<file path="config.mk">
export PLATFORM = sky130hd
export DESIGN_NAME = lc3b_fetch_line_buffer
export DESIGN_NICKNAME = d
export VERILOG_FILES = /design/src/rtl/lc3b_fetch_line_buffer_pkg.sv /design/src/rtl/lc3b_fetch_line_buffer_word_sel.sv /design/src/rtl/lc3b_fetch_line_buffer.sv
export SDC_FILE = /design/constraint.sdc
export NUM_CORES = 1
export LEC_CHECK = 0
export ABC_CLOCK_PERIOD_IN_PS = 2750
export CAP_MARGIN = 30
export CORE_ASPECT_RATIO = 0.6
export CORE_UTILIZATION = 25
export CTS_CLUSTER_DIAMETER = 100
export DETAILED_ROUTE_END_ITERATION = 8
export HOLD_SLACK_MARGIN = 0.05
export SETUP_SLACK_MARGIN = 0.15
export SLEW_MARGIN = 5
export SYNTH_ARGS = -nofsm -noshare
export SYNTH_HDL_FRONTEND = slang
export SYNTH_SLANG_ARGS = --single-unit
</file>
<file path="constraint.sdc">
create_clock -name clk -period 2.75 [get_ports clk]
set_input_delay 0.4125 -clock clk [delete_from_list [all_inputs] [get_ports clk]]
set_output_delay 0.4125 -clock clk [all_outputs]
set_load 0.03 [all_outputs]
</file>
<file path="src/rtl/lc3b_fetch_line_buffer_pkg.sv">
// Shared types for the LC-3b fetch line buffer: bus/word types, line tag,
// fetch FSM states and line geometry.
package lc3b_fetch_line_buffer_pkg;

   typedef logic [15:0]  lc3b_word;
   typedef logic [127:0] lc3b_datbus;
   typedef logic [11:0]  lc3b_line_tag;

   typedef enum bit {if_idle, if_miss} lc3b_if_state;

   // A 128-bit line holds eight 16-bit instruction words.
   localparam int LINE_WORDS = 8;

endpackage

</file>
<file path="src/rtl/lc3b_fetch_line_buffer_word_sel.sv">
// Combinational word selector: picks one 16-bit word out of a 128-bit line.
// Word i occupies bits [16*i+15:16*i].
module lc3b_line_word_sel
   import lc3b_fetch_line_buffer_pkg::*;
(
   input  lc3b_datbus                      line,
   input  logic [$clog2(LINE_WORDS)-1:0]   index,
   output lc3b_word                        word
);

   // Index scaled by 16 selects the word's starting bit.
   always_comb begin
      word = line[{index, 4'b0000} +: 16];
   end

endmodule

</file>
<file path="src/rtl/lc3b_fetch_line_buffer.sv">
// LC-3b fetch stage with a one-entry line buffer.
// Holds the most recent I-cache line, streams one instruction per cycle into a
// registered IF/ID output under decode stall, and refills the buffer through a
// two-state request FSM. A redirect reloads the PC but never aborts an
// outstanding line request; the fill still lands and hit is re-evaluated.
module lc3b_fetch_line_buffer
   import lc3b_fetch_line_buffer_pkg::*;
#(
   parameter logic [15:0] RESET_PC = 16'h0000
)
(
   input  logic          clk,
   input  logic          rst,
   output logic          icache_read,
   output logic [15:0]   icache_address,
   input  logic [127:0]  icache_rdata,
   input  logic          icache_resp,
   input  logic          redirect,
   input  logic [15:0]   redirect_pc,
   input  logic          stall,
   output logic          if_valid,
   output logic [15:0]   if_instr,
   output logic [15:0]   if_pc,
   output logic [15:0]   if_pc_plus2
);

   localparam logic [15:0] RESET_PC_ALIGNED = RESET_PC & 16'hFFFE;

   logic [15:0]   pc_r;
   lc3b_datbus    line_buf_r;
   lc3b_line_tag  line_tag_r;
   logic          line_valid_r;
   lc3b_line_tag  req_tag_r;
   lc3b_if_state  state_r;

   logic          hit_s;
   logic          advance_s;
   lc3b_word      word_s;

   lc3b_line_word_sel u_word_sel (
      .line  (line_buf_r),
      .index (pc_r[3:1]),
      .word  (word_s)
   );

   // Hit against the buffered line and IF/ID acceptance.
   always_comb begin
      hit_s     = line_valid_r && (line_tag_r == pc_r[15:4]);
      advance_s = !if_valid || !stall;
   end

   // The request interface comes straight from the FSM and request-tag flops.
   assign icache_read    = (state_r == if_miss);
   assign icache_address = {req_tag_r, 4'b0000};

   // PC and IF/ID register: reset, then redirect, then normal streaming.
   always_ff @(posedge clk) begin
      if (rst) begin
         pc_r        <= RESET_PC_ALIGNED;
         if_valid    <= 1'b0;
         if_instr    <= 16'h0000;
         if_pc       <= 16'h0000;
         if_pc_plus2 <= 16'h0000;
      end else if (redirect) begin
         // Flush: drop the held instruction even when decode is stalled.
         pc_r     <= redirect_pc & 16'hFFFE;
         if_valid <= 1'b0;
      end else if (advance_s) begin
         if (hit_s) begin
            if_instr    <= word_s;
            if_pc       <= pc_r;
            if_pc_plus2 <= pc_r + 16'd2;
            if_valid    <= 1'b1;
            pc_r        <= pc_r + 16'd2;
         end else begin
            if_valid    <= 1'b0;
         end
      end
   end

   // Line request FSM and line buffer fill.
   always_ff @(posedge clk) begin
      if (rst) begin
         state_r      <= if_idle;
         req_tag_r    <= 12'h000;
         line_buf_r   <= 128'h0;
         line_tag_r   <= 12'h000;
         line_valid_r <= 1'b0;
      end else begin
         case (state_r)
            if_idle: begin
               // Misses launch even while decode is stalled; responses in IDLE are dropped.
               if (!hit_s && !redirect) begin
                  req_tag_r <= pc_r[15:4];
                  state_r   <= if_miss;
               end
            end
            if_miss: begin
               if (icache_resp) begin
                  line_buf_r   <= icache_rdata;
                  line_tag_r   <= req_tag_r;
                  line_valid_r <= 1'b1;
                  state_r      <= if_idle;
               end
            end
            default: begin
               state_r <= if_idle;
            end
         endcase
      end
   end

endmodule
</file>
==> reports/qor.txt <==
Syn Std Cell Area -> 0.00928 mm²
Fraction of layout cells with a size suffix above 1 -> 0.0981
Worst hold slack -> 0.284 ns
Final-report hold violation count -> 0
Most common cell after layout, fill and taps aside -> nand2_1
DRC viols -> 0
Core footprint -> 0.0364 mm²
Fill count -> 3,723
Clock Path Buffers -> 3
Ports -> 215
Routed Wire Length -> 30,700 µm
Yosys warns -> 0
Simple-Gate Fraction of Synth Area -> 0.221
Final worst slack -> 0.407 ns
CTS tree -> done
Final Wtd Congestion -> 0.869
Post-Syn Instances -> 1,109
Fin nets -> 1,429
Die Area -> 0.0379 mm²
Fmax -> 0.427 GHz
Power share of the combinational group -> 0.130
Skew final -> 0.0190 ns
Antenna-violating nets left -> 0
Post-cts hold buffer count -> 0
Net Sw Power -> 1840 µW
H-tree depth -> 1
Row cnt -> 54
Vias post-DR -> 8,271
VDD IR max -> 0.341 mV
Area grow syn2layout -> 35.8%
Top FF cell, synth -> dfxtp_1
Post-DR wirelength/cell -> 17.3 µm
Compound-gate portion of the synthesized area -> 0.124
Initial DRC Count -> 519
DIE HEIGHT -> 151 µm
# Post-CTS Setup Buffers -> 0
Sequential area share after synthesis -> 0.466
Dpl ws -> 0.399 ns
CP endpoint kind -> flop
Post-synth EDFFs -> 0
Root Buffer -> clkbuf_16
Maxcap violations -> 0
Overall global routing resource usage -> 0.160
Syn Area/Cell -> 8.37 µm²
DIE WIDTH -> 251 µm
Final setup violating endpoints -> 0
Critical Path RT -> 3.20 ns
Post-CTS sizing -> 0
Via/cell ratio -> 4.66
Clock network fraction of total power -> 0.409
Startpoint types -> flop
Fin. max-slew vios -> 0
Post-synth cell types -> 43
Tmin final -> 2.34 ns
Num Clock Sinks -> 216
Switching share of power -> 0.255
Vias in the first global route -> 8,072
Outcome -> finished, final reports clean
Tcrit/Tclk final -> 0.852
Max-slew headroom -> 0.598
Largest family of logic cells by synthesized area -> simple AND/OR/NAND/NOR gates
Lkg Pwr -> 0.00423 µW
Drt pass-1 iters -> 5
Final setup TNS -> 0 ns
Most frequent cells in the layout -> nand2_1 (385), dfxtp_1 (214), clkdlybuf4s50_1 (206), a21oi_1 (188), mux4_2 (32)
Min-Delay Path Class -> in -> reg
Worst-Skew Late Latency -> 0.52 ns
TritonCTS Buffers -> 22
Port Buf Inserts -> 207
Power Dens Cells -> 574 mW/mm²
Initial Util -> 0.255
Worst Tran Pin Value -> 0.597 ns
WS Path Type -> reg -> reg
Asr flop ratio synth -> 0
Crit-path max FO -> 18
Synth Area in Adders -> 0.00135
Final core occ -> 0.346
Pin count of the biggest net entering global routing -> 95
Seq pwr share -> 0.461
First-pass GRT wire length -> 46,600 µm
RSZ-0062 raised after global routing -> false
Hpwl dp -> 22,000 µm
#FFs+latches synth -> 216
Worst Path Arrival -> 2.79 ns
P_int -> 5390 µW
Grt total ovfl -> 0
Synth Area in XOR/XNOR -> 0.0227
Initial antenna violation count -> 7
Clock slew at reported path FFs -> 0.06 ns
Multiplexer share of the synthesized area -> 0.110
-- path summary, 6_finish.rpt --
kind                                 end  slack, ns  cells past startpoint                        start
max                pc_r[15]$_SDFFE_PP0P_       0.41                      6         pc_r[8]$_SDFFE_PP0P_
max reg2reg        pc_r[15]$_SDFFE_PP0P_       0.41                      6         pc_r[8]$_SDFFE_PP0P_
min             if_instr[3]$_SDFFE_PP0P_       0.28                      2                          rst
min reg2reg  line_buf_r[74]$_SDFFE_PP0P_       0.45                      2  line_buf_r[74]$_SDFFE_PP0P_
-- metal layers --
metal / GRT usage / share of wire / wire length [µm] / up-vias
met4: 0.0460 / 0.020 / 609 / 2
li1: - / - / - / 4078
met5: 0 / 0.00055 / 17 / -
met2: 0.234 / 0.42 / 12900 / 219
met3: 0.0399 / 0.060 / 1850 / 33
met1: 0.231 / 0.50 / 15300 / 3939
-- power groups by stage --
stage / clock, µW / sequential (µW) / combinational [µW]
final: 2960 / 3330 / 940
after floorplan: 0 / 3370 / 510
after detailed placement: 0 / 3400 / 937
after global placement: 0 / 3390 / 931
after global routing: 3170 / 3340 / 1020
after CTS: 3050 / 3330 / 940
-- through the flow --
| step | cell area, µm² | instances | power, µW |
|---|---|---|---|
| final | 12600 | 1775 | 7230 |
| after floorplan | 9300 | 1114 | 3880 |
| after CTS | 12600 | 1768 | 7320 |
| after global routing | 12600 | 1773 | 7540 |
| after detailed placement | 11900 | 1729 | 4340 |
| after global placement | 11900 | 1729 | 4320 |
-- cell usage after synthesis, types with 3 or more instances --
master    instances  share of area
a21oi_1         188           0.10
a22oi_1           3         0.0024
a32o_1            3         0.0032
a32oi_1           5         0.0047
and3_1            4         0.0027
buf_1             5         0.0020
buf_2            11         0.0059
buf_4             8         0.0065
buf_6             7         0.0085
clkbuf_1         73          0.030
dfxtp_1         216           0.47
inv_1             4         0.0016
mux2_2           16          0.019
mux2i_1          12          0.013
mux4_2           32          0.078
nand2_1         386           0.16
nand2b_1         24          0.016
nand3_1          22          0.012
nand4_1           5         0.0034
nor2_1            6         0.0024
nor3_1            7         0.0038
nor3b_1           4         0.0032
nor4_1            8         0.0054
o211ai_1          5         0.0040
or4_1            13          0.011
xnor2_1          21          0.020
xor2_1            3         0.0028
-- sequential cells by signal (all words and copies together), names as in the netlist --
register,count
line_tag_r,12
line_valid_r,1
pc_r,15
if_pc,15
line_buf_r,128
if_instr,16
icache_read,1
req_tag_r,12
if_pc_plus2,15
if_valid,1
-- cell type report --
class                      instances  area [µm²]  share of cell area
inverter                           4        15.0             0.00119
clock buffer                      33         633              0.0503
clock inverter                     6        55.1             0.00437
antenna                            5        12.5            0.000993
multi-input combinational        790        4490               0.357
timing repair buffer             245        2470               0.196
sequential                       216        4330               0.343
tap                              476         596              0.0473
-- critical path, stage by stage, from the launching register on --
cell and delay, ns:
dfxtp_1 0.55, xnor2_1 0.20, nand4_1 0.19, or4_1 0.50, buf_4 0.21, or4_1 0.51
o211ai_1 0.09
-- cells by family (layout without fill, tap and decap cells) --
logic type / count (synthesis) / after routing
simple gates: 485 / 485
other cells: 1 / 11
buf+inv: 108 / 288
compound gates: 214 / 214
xor+xnor: 24 / 24
mux: 60 / 60
fa+ha+maj: 1 / 1
flops: 216 / 216
Power figures use the tool's default switching activity.
